File: config.mk
export PLATFORM = sky130hd
export DESIGN_NAME = pipe_stage_reg
export DESIGN_NICKNAME = d
export VERILOG_FILES = /design/src/rtl/pipe_stage_reg_pkg.sv /design/src/rtl/pipe_hold_reg.sv /design/src/rtl/pipe_stage_reg.sv
export SDC_FILE = /design/constraint.sdc
export NUM_CORES = 1
export LEC_CHECK = 0
export ABC_AREA = 1
export BUFFER_PORTS_ARGS = -buffer_cell sky130_fd_sc_hd__buf_4
export CAP_MARGIN = 20
export CORE_MARGIN = 3
export CORE_UTILIZATION = 45
export CTS_CLUSTER_SIZE = 8
export DETAILED_ROUTE_END_ITERATION = 6
export PLACE_DENSITY = 0.71
export SYNTH_ARGS = -nofsm -noshare
export SYNTH_HDL_FRONTEND = slang
export SYNTH_SLANG_ARGS = --single-unit
export TNS_END_PERCENT = 30
File: constraint.sdc
create_clock -name clk -period 1.59 [get_ports clk]
set_input_delay 0.159 -clock clk [delete_from_list [all_inputs] [get_ports clk]]
set_output_delay 0.159 -clock clk [all_outputs]
set_load 0.01 [all_outputs]
File: src/rtl/pipe_stage_reg_pkg.sv
// Shared defaults, skid-FSM state encoding and bubble control value for pipe_stage_reg.
package pipe_stage_reg_pkg;

  localparam int CTRL_W_DEF = 16;
  localparam int DATA_W_DEF = 64;
  localparam int CNT_W_DEF  = 16;
  localparam int SKID_DEF   = 1;

  typedef enum logic [1:0] {
    ST_EMPTY = 2'd0,
    ST_FULL  = 2'd1,
    ST_SKID  = 2'd2
  } stage_st_e;

  // A bubble carries an all-zero control field.
  localparam logic BUBBLE_BIT = 1'b0;

endpackage

File: src/rtl/pipe_hold_reg.sv
// Register slot with load enable and synchronous active-low clear; 1-cycle latency.
// No flow control of its own: the owning stage decides when to load or clear.
module pipe_hold_reg #(
  parameter int W = 8
) (
  input  logic         clk,
  input  logic         clr_n,
  input  logic         ld,
  input  logic [W-1:0] d,
  output logic [W-1:0] q
);

  always_ff @(posedge clk) begin
    if (!clr_n) begin
      q <= '0;
    end else if (ld) begin
      q <= d;
    end
  end

endmodule

File: src/rtl/pipe_stage_reg.sv
// Valid/ready pipeline stage with flush, optional one-entry skid and stall counter; 1-cycle latency.
// Backpressure: ready_out is registered (EMPTY/FULL=1, SKID=0) when SKID=1, else ready_in | ~valid_out.
module pipe_stage_reg
  import pipe_stage_reg_pkg::*;
#(
  parameter int CTRL_W = CTRL_W_DEF,
  parameter int DATA_W = DATA_W_DEF,
  parameter int SKID   = SKID_DEF,
  parameter int CNT_W  = CNT_W_DEF
) (
  input  logic              clk,
  input  logic              rst,
  input  logic              valid_in,
  output logic              ready_out,
  input  logic [CTRL_W-1:0] ctrl_in,
  input  logic [DATA_W-1:0] data_in,
  output logic              valid_out,
  input  logic              ready_in,
  output logic [CTRL_W-1:0] ctrl_out,
  output logic [DATA_W-1:0] data_out,
  input  logic              flush,
  output logic [CNT_W-1:0]  stall_cnt,
  input  logic              stall_clr
);

  stage_st_e         state_q, state_d;
  logic              acc, del;
  logic              main_ld, main_from_skid, main_clr, skid_ld;
  logic [CTRL_W-1:0] main_ctrl_d, skid_ctrl;
  logic [DATA_W-1:0] main_data_d, skid_data;

  assign valid_out = (state_q != ST_EMPTY);
  assign acc       = valid_in & ready_out;
  assign del       = valid_out & ready_in;

  always_ff @(posedge clk) begin
    if (!rst) begin
      state_q <= ST_EMPTY;
    end else begin
      state_q <= state_d;
    end
  end

  // Without a skid slot, FULL never sees accept-without-deliver because ready_out drops.
  always_comb begin
    state_d        = state_q;
    main_ld        = 1'b0;
    main_from_skid = 1'b0;
    main_clr       = 1'b0;
    skid_ld        = 1'b0;
    if (flush) begin
      state_d  = ST_EMPTY;
      main_clr = 1'b1;
    end else begin
      case (state_q)
        ST_EMPTY: begin
          if (acc) begin
            main_ld = 1'b1;
            state_d = ST_FULL;
          end
        end
        ST_FULL: begin
          if (acc && del) begin
            main_ld = 1'b1;
          end else if (acc) begin
            skid_ld = 1'b1;
            state_d = ST_SKID;
          end else if (del) begin
            main_clr = 1'b1;
            state_d  = ST_EMPTY;
          end
        end
        ST_SKID: begin
          if (del) begin
            main_ld        = 1'b1;
            main_from_skid = 1'b1;
            state_d        = ST_FULL;
          end
        end
        default: begin
          state_d  = ST_EMPTY;
          main_clr = 1'b1;
        end
      endcase
    end
  end

  assign main_ctrl_d = main_from_skid ? skid_ctrl : ctrl_in;
  assign main_data_d = main_from_skid ? skid_data : data_in;

  // Control is zeroed on every return to a bubble; the payload only clears on reset.
  pipe_hold_reg #(.W(CTRL_W)) u_main_ctrl (
    .clk   (clk),
    .clr_n (rst & ~main_clr),
    .ld    (main_ld),
    .d     (main_ctrl_d),
    .q     (ctrl_out)
  );

  pipe_hold_reg #(.W(DATA_W)) u_main_data (
    .clk   (clk),
    .clr_n (rst),
    .ld    (main_ld),
    .d     (main_data_d),
    .q     (data_out)
  );

  generate
    if (SKID != 0) begin : g_skid
      logic rdy_q;

      pipe_hold_reg #(.W(CTRL_W)) u_skid_ctrl (
        .clk   (clk),
        .clr_n (rst & ~flush),
        .ld    (skid_ld),
        .d     (ctrl_in),
        .q     (skid_ctrl)
      );

      pipe_hold_reg #(.W(DATA_W)) u_skid_data (
        .clk   (clk),
        .clr_n (rst & ~flush),
        .ld    (skid_ld),
        .d     (data_in),
        .q     (skid_data)
      );

      always_ff @(posedge clk) begin
        if (!rst) begin
          rdy_q <= 1'b1;
        end else begin
          rdy_q <= (state_d != ST_SKID);
        end
      end

      // Reset gating keeps ready low while held in reset and high right after release.
      assign ready_out = rst & rdy_q;
    end else begin : g_noskid
      assign skid_ctrl = {CTRL_W{BUBBLE_BIT}};
      assign skid_data = '0;
      assign ready_out = rst & (ready_in | ~valid_out);
    end
  endgenerate

  always_ff @(posedge clk) begin
    if (!rst) begin
      stall_cnt <= '0;
    end else if (stall_clr) begin
      stall_cnt <= '0;
    end else if (valid_out && !ready_in && !(&stall_cnt)) begin
      stall_cnt <= stall_cnt + 1'b1;
    end
  end

endmodule

# Word level (Yosys, flattened, before mapping)

Index checks and enable logic that the tools add are counted.

Bits of input ports: 86
Word-level logic and storage cells: 52
Bits in registers: 179
Output and inout port bits: 98

Add/subtract/negate cells: 1
Mux-type cells: 23
Reductions and logical operators: 10
Bitwise operators: 8
Equal/unequal tests: 3

Operator list:

| operator                                            | count |
|---|---|
| two-way mux 64 bit                                  | 1 |
| adder 16 x 1 -> 16 bit, second input constant       | 1 |
| two-way mux 16 bit                                  | 1 |
| AND reduction 16 bit                                | 1 |
| two-way mux 1 bit                                   | 12 |
| two-way mux 2 bit                                   | 6 |
| one-hot mux 2 bit (3 select lines)                  | 1 |
| bitwise AND 1 bit                                   | 5 |
| OR reduction 2 bit                                  | 2 |
| logical AND 1 bit                                   | 3 |
| inverter 1 bit                                      | 3 |
| one-hot mux 1 bit (3 select lines)                  | 1 |
| equality test 2 x 1 -> 1 bit, second input constant | 1 |
| equality test 2 bit, second input constant          | 1 |
| logical NOT 1 bit                                   | 2 |
| logical NOT 2 bit                                   | 1 |
| != test 2 bit, second input constant                | 1 |
| one-hot mux 1 bit (2 select lines)                  | 1 |
| nonzero test 2 bit                                  | 1 |

# Logic depth before layout (Yosys ltp)

Word-level depth: 9
Mapped depth: 9
Depth with buffers taken out: 9

# Modules after synthesis

A second synthesis with hierarchy kept.

Cells, all modules: 1,282
Area total of the unflattened synthesis: 8,904.8 um2

By module, submodules not included:

| module                                 | times used | seq. area each (um2) | area an instance (um2) | cells each |
|---|---|---|---|---|
| pipe_hold_reg (g_skid.u_skid_data ...) | 2          | 1,281.2              | 2,670.1                | 405 |
| pipe_stage_reg                         | 1          | 380.4                | 2,215.9                | 270 |
| pipe_hold_reg (g_skid.u_skid_ctrl ...) | 2          | 320.3                | 674.4                  | 101 |

# Worst setup path after synthesis

Ideal clock, no wire load.

Path type: register -> register
Start point: register stall_cnt[0]
End point: register stall_cnt[1]
Library setup time: 0.116 ns
Stages on the path, launching flop included: 10
Clock period less this slack: 1.620 ns
Buffers on the path: 1
Setup slack: -0.030 ns
Arrival: 1.504 ns
Required time: 1.474 ns
Cell sequence: dfxtp_1 -> ha_1 -> nand2_1 -> nor2_2 -> nand2_2 -> nor2_2 -> nor2_4 -> buf_2 -> nor2_1 -> nor2_1

Longest elaborated chain between the ends: 3
Elaborated cells on any way between the ends: 4
Those cells by class: 1 x add/sub; 3 x reduce/logical

RTL lines:

| item                                                           | line                  | text |
|---|---|---|
| from (decl)                                                    | pipe_stage_reg.sv:22  | `output logic [CNT_W-1:0] stall_cnt,` |
| from (signal assigned)                                         | pipe_stage_reg.sv:151 | `stall_cnt <= stall_cnt + 1'b1;` |
| branches (longest 3 deep; another with adder 16 x 1 -> 16 bit) | --                    |  |

Several ways; the timed one is not identified.
A chain may end at the register's enable or synchronous reset.

# Final worst setup path

Start point: register state_q[0]
End point: register g_skid.u_skid_data.q[11]

Longest elaborated chain between the ends: 6
Elaborated cells on any way between the ends: 7
Those cells by class: 1 x eq/ne; 3 x mux; 1 x bitwise; 2 x reduce/logical

RTL lines:

| item                   | line                 | text |
|---|---|---|
| from (decl)            | pipe_stage_reg.sv:26 | `stage_st_e state_q, state_d;` |
| from (signal assigned) | pipe_stage_reg.sv:40 | `state_q <= state_d;` |
| nonzero test 2 bit     | pipe_stage_reg.sv:32 | `assign valid_out = (state_q != ST_EMPTY);` |
| bitwise AND 1 bit      | pipe_stage_reg.sv:34 | `assign del = valid_out & ready_in;` |
| logical AND 1 bit      | pipe_stage_reg.sv:63 | `if (acc && del) begin` |
| two-way mux 1 bit      | pipe_stage_reg.sv:63 |  |
| two-way mux 1 bit *    | pipe_stage_reg.sv:55 | `case (state_q)` |
| two-way mux 1 bit *    | pipe_stage_reg.sv:51 | `if (flush) begin` |
| to (signal assigned)   | pipe_hold_reg.sv:15  | `q <= '0;` |
| to (signal assigned)   | pipe_hold_reg.sv:17  | `q <= d;` |
| to (decl)              | pipe_hold_reg.sv:10  | `output logic [W-1:0] q` |

Mark *: on every way between the ends. The rest lies on a longest branch, timed or not.

==> results.yml <==
clock_network:
  htreeDepth: 4
  clk_path_buf_depth: 2
  cts_tree: "done"
  cts_buffers: 17
  clock_latency_ns: 0.42
  clk_pin_slew_worst_paths_ns: 0.06
  cts_root_buf: "clkbuf_16"
  clkSinkCount: 179
synth:
  synthesis.nets: 1159
  yosys_register_bits: 179
  synthFlopType: "dfxtp_1"
  synth-async-reset-ratio: 0
  synthTopCellsByArea: "dfxtp_1, a21oi_1, inv_1, o21ai_0, nand2_1"
  yosysWarnings: 0
  avgSynthCellArea_um2: 7.348
  synth_top_area_frac: 0.4549
  synth_edf_count: 0
  synth.most_common_cell: "inv_1"
  synth-seq-area-share: 0.4549
  yosysTopAreaCell: "dfxtp_1"
  yosys-top-cells-count: "inv_1, dfxtp_1, a21oi_1"
  synthesis.area_um2: 7878
  syn_inst: 1072
  ys_types: 28
power:
  max-vdd-ir-drop_v: 0.0007335
  clkPwrFrac: 0.427
  internal_power_uw: 7511
  pwr_density_cell_nw_per_um2: 958.3
  p_seq_frac: 0.476
  pwr-share-comb: 0.097
  power.leakage_uw: 0.004183
  power_switching_share: 0.2307
  switchingPower_uw: 2252
sta:
  rsz0062_at_grt: "false"
  drv_slew: 0
  slew-limit-headroom: 0.7163
  worst_pin_slew_ns: 0.4255
  max_freq_mhz: 662.5
  hold_violations: 0
  period_needed_ns: 1.509
  setup_violations: 0
  period_share: 0.9494
  fin_skew_ns: 0.008542
  timing.setup.tns_ns: 0
worst_setup_path:
  cp_slowest_stage_delay_ns: 0.42
  cp.required_ns: 1.89
  critPathKind: "register to register"
  crit_chain: "nand3_1 -> nor2_2 -> nand2_4 -> buf_12 -> o21ai_0 -> a21oi_1"
  cpMaxStageDelayCell: "dfxtp_1"
  cp.arrival_ns: 1.81
  cp-start-kind: "register"
  end_kind: "register"
  r2r_slack_ns: 0.08
  cp_max_fo: 104
  r2r.worst_path.cells: 6
  timing.rr.end: "g_skid.u_skid_data.q[11]"
  r2r-start: "state_q[0]"
routing:
  finalWirelength_um: 19320
  drt-met1-wl_um: 8864
  num_vias: 7169
  drt_iter0_drc: 362
  via_per_inst: 4.894
  routed.top_layer: "met4"
  drtPass1Iterations: 4
  wl_met2_um: 9078
  wl_per_cell_um: 13.18
  route.met3.wl_um: 1082
  drc: 0
  ant_nets: 0
die:
  die_area_um2: 19130
  die_h_um: 138.3
  top_level_ports: 184
  die_x_um: 138.3
  core_region_area_um2: 16880
  initial_core_util: 0.4668
  fp-row-count: 47
global_route:
  grt_max_degree: 105
  antenna_found_initial: 0
  grt_pass1_vias: 6684
  grt_pass1_wl_um: 32100
  grt_overflow: 0
  grt_util_all_layers: 0.1997
finish:
  area_delta_synth_final_pct: 29.34
  diodes: 0
  fin_area_um2: 10190
  fillers: 1547
  nets: 1321
  layout-drive-gt1-share: 0.2281
placed_design:
  dp.final_hpwl_um: 13020
  routabilityCongestion: 0.8284
  placed_cell_area_um2: 9523
  port-buffer-count: 183
hold_path:
  hold_depth: 3
  whs_endpoint: "g_skid.u_skid_data.q[4]"
  hp-start: "data_in[4]"
  hold_class: "input pin to register"
run:
  cap_violations: 0
run_status:
  run_status: "completed"
-- through the flow --
stage	instances	total power, uW	hold slack (ns)	setup slack (ns)	utilization
2_1_floorplan	1072	5217	0.3351	0.01116	-
6_report	1465	9764	0.01023	0.08051	0.6037
4_1_cts	1462	9864	0.002648	0.04620	0.5995
3_5_place_dp	1431	5691	0.4363	0.02309	0.5642
3_3_place_gp	1431	5675	0.4303	0.1181	0.5642
5_1_grt	1465	10170	0.004426	0.0002696	0.6037
-- power by group through the flow --
stage          Clock, uW  Combinational (uW)  Sequential [uW]
4_1_cts             4270                 948             4650
5_1_grt             4460                1050             4660
3_3_place_gp           0                 925             4750
3_5_place_dp           0                 941             4750
2_1_floorplan          0                 434             4780
6_report            4170                 944             4650
-- cells in the final DEF, fill, tap and decap left out, drive strengths merged, types with 17 or more instances in the layout --
| cell type | count |
|---|---|
| buf | 209 |
| inv | 196 |
| dfxtp | 179 |
| o21ai | 163 |
| a21oi | 160 |
| nand2 | 150 |
| o21a | 64 |
| nor2 | 46 |
| clkbuf | 21 |
| nand3 | 17 |
-- critical path, delay by kind of cell (launching register included) --
kind	cells	cell delay [ns]
and+or+nand+nor	3	0.41
buffers and inverters	1	0.20
DFF	1	0.42
AOI/OAI and AO/OA	2	0.28
-- worst max path at each step --
stage | from | to | cells past startpoint
global route | state_q[0] | g_skid.u_skid_data.q[12] | 6
detailed placement | state_q[0] | u_main_ctrl.q[8] | 6
floorplan | stall_cnt[1] | stall_cnt[1] | 9
CTS | state_q[0] | u_main_ctrl.q[8] | 6
global placement | state_q[0] | u_main_ctrl.q[4] | 6
finish | state_q[0] | g_skid.u_skid_data.q[11] | 6
-- kinds of logic after synthesis --
family,Yosys count,share of synthesized area
simple gates,235,0.1299
xor+xnor,6,0.006671
buf+inv,265,0.1352
fa+ha+maj,1,0.001588
compound gates,386,0.2718
flops,179,0.4549
-- flip-flops by register name, indices dropped and copies added (netlist names) --
name,cells
g_skid.u_skid_ctrl.q,16
u_main_ctrl.q,16
g_skid.rdy_q,1
state_q,2
g_skid.u_skid_data.q,64
stall_cnt,16
u_main_data.q,64
-- per-layer routing --
layer / GRT usage / vias to the layer above
met5: 0 / -
met1: 0.2614 / 3223
met3: 0.05041 / 22
met4: 0.05616 / 0
met2: 0.3291 / 175
li1: - / 3749
-- final cells by class --
| class | count | area, um2 | share of cell area |
|---|---|---|---|
| inverters | 197 | 739.5 | 0.07258 |
| well taps | 220 | 275.3 | 0.02702 |
| repair buffers | 210 | 1708 | 0.1676 |
| clock buffers | 21 | 480.5 | 0.04716 |
| clock inverters | 9 | 105.1 | 0.01032 |
| flip-flops and latches | 179 | 3587 | 0.3521 |
| multi-input cells | 629 | 3293 | 0.3232 |
-- timing repair --
action,in CTS,in global routing
hold buffers,1,0
endpoints found under the setup margin,0,74
setup buffers,0,2
hold endpoints to repair,1,0
gates resized for setup,0,15
Power figures use the tool's default switching activity.
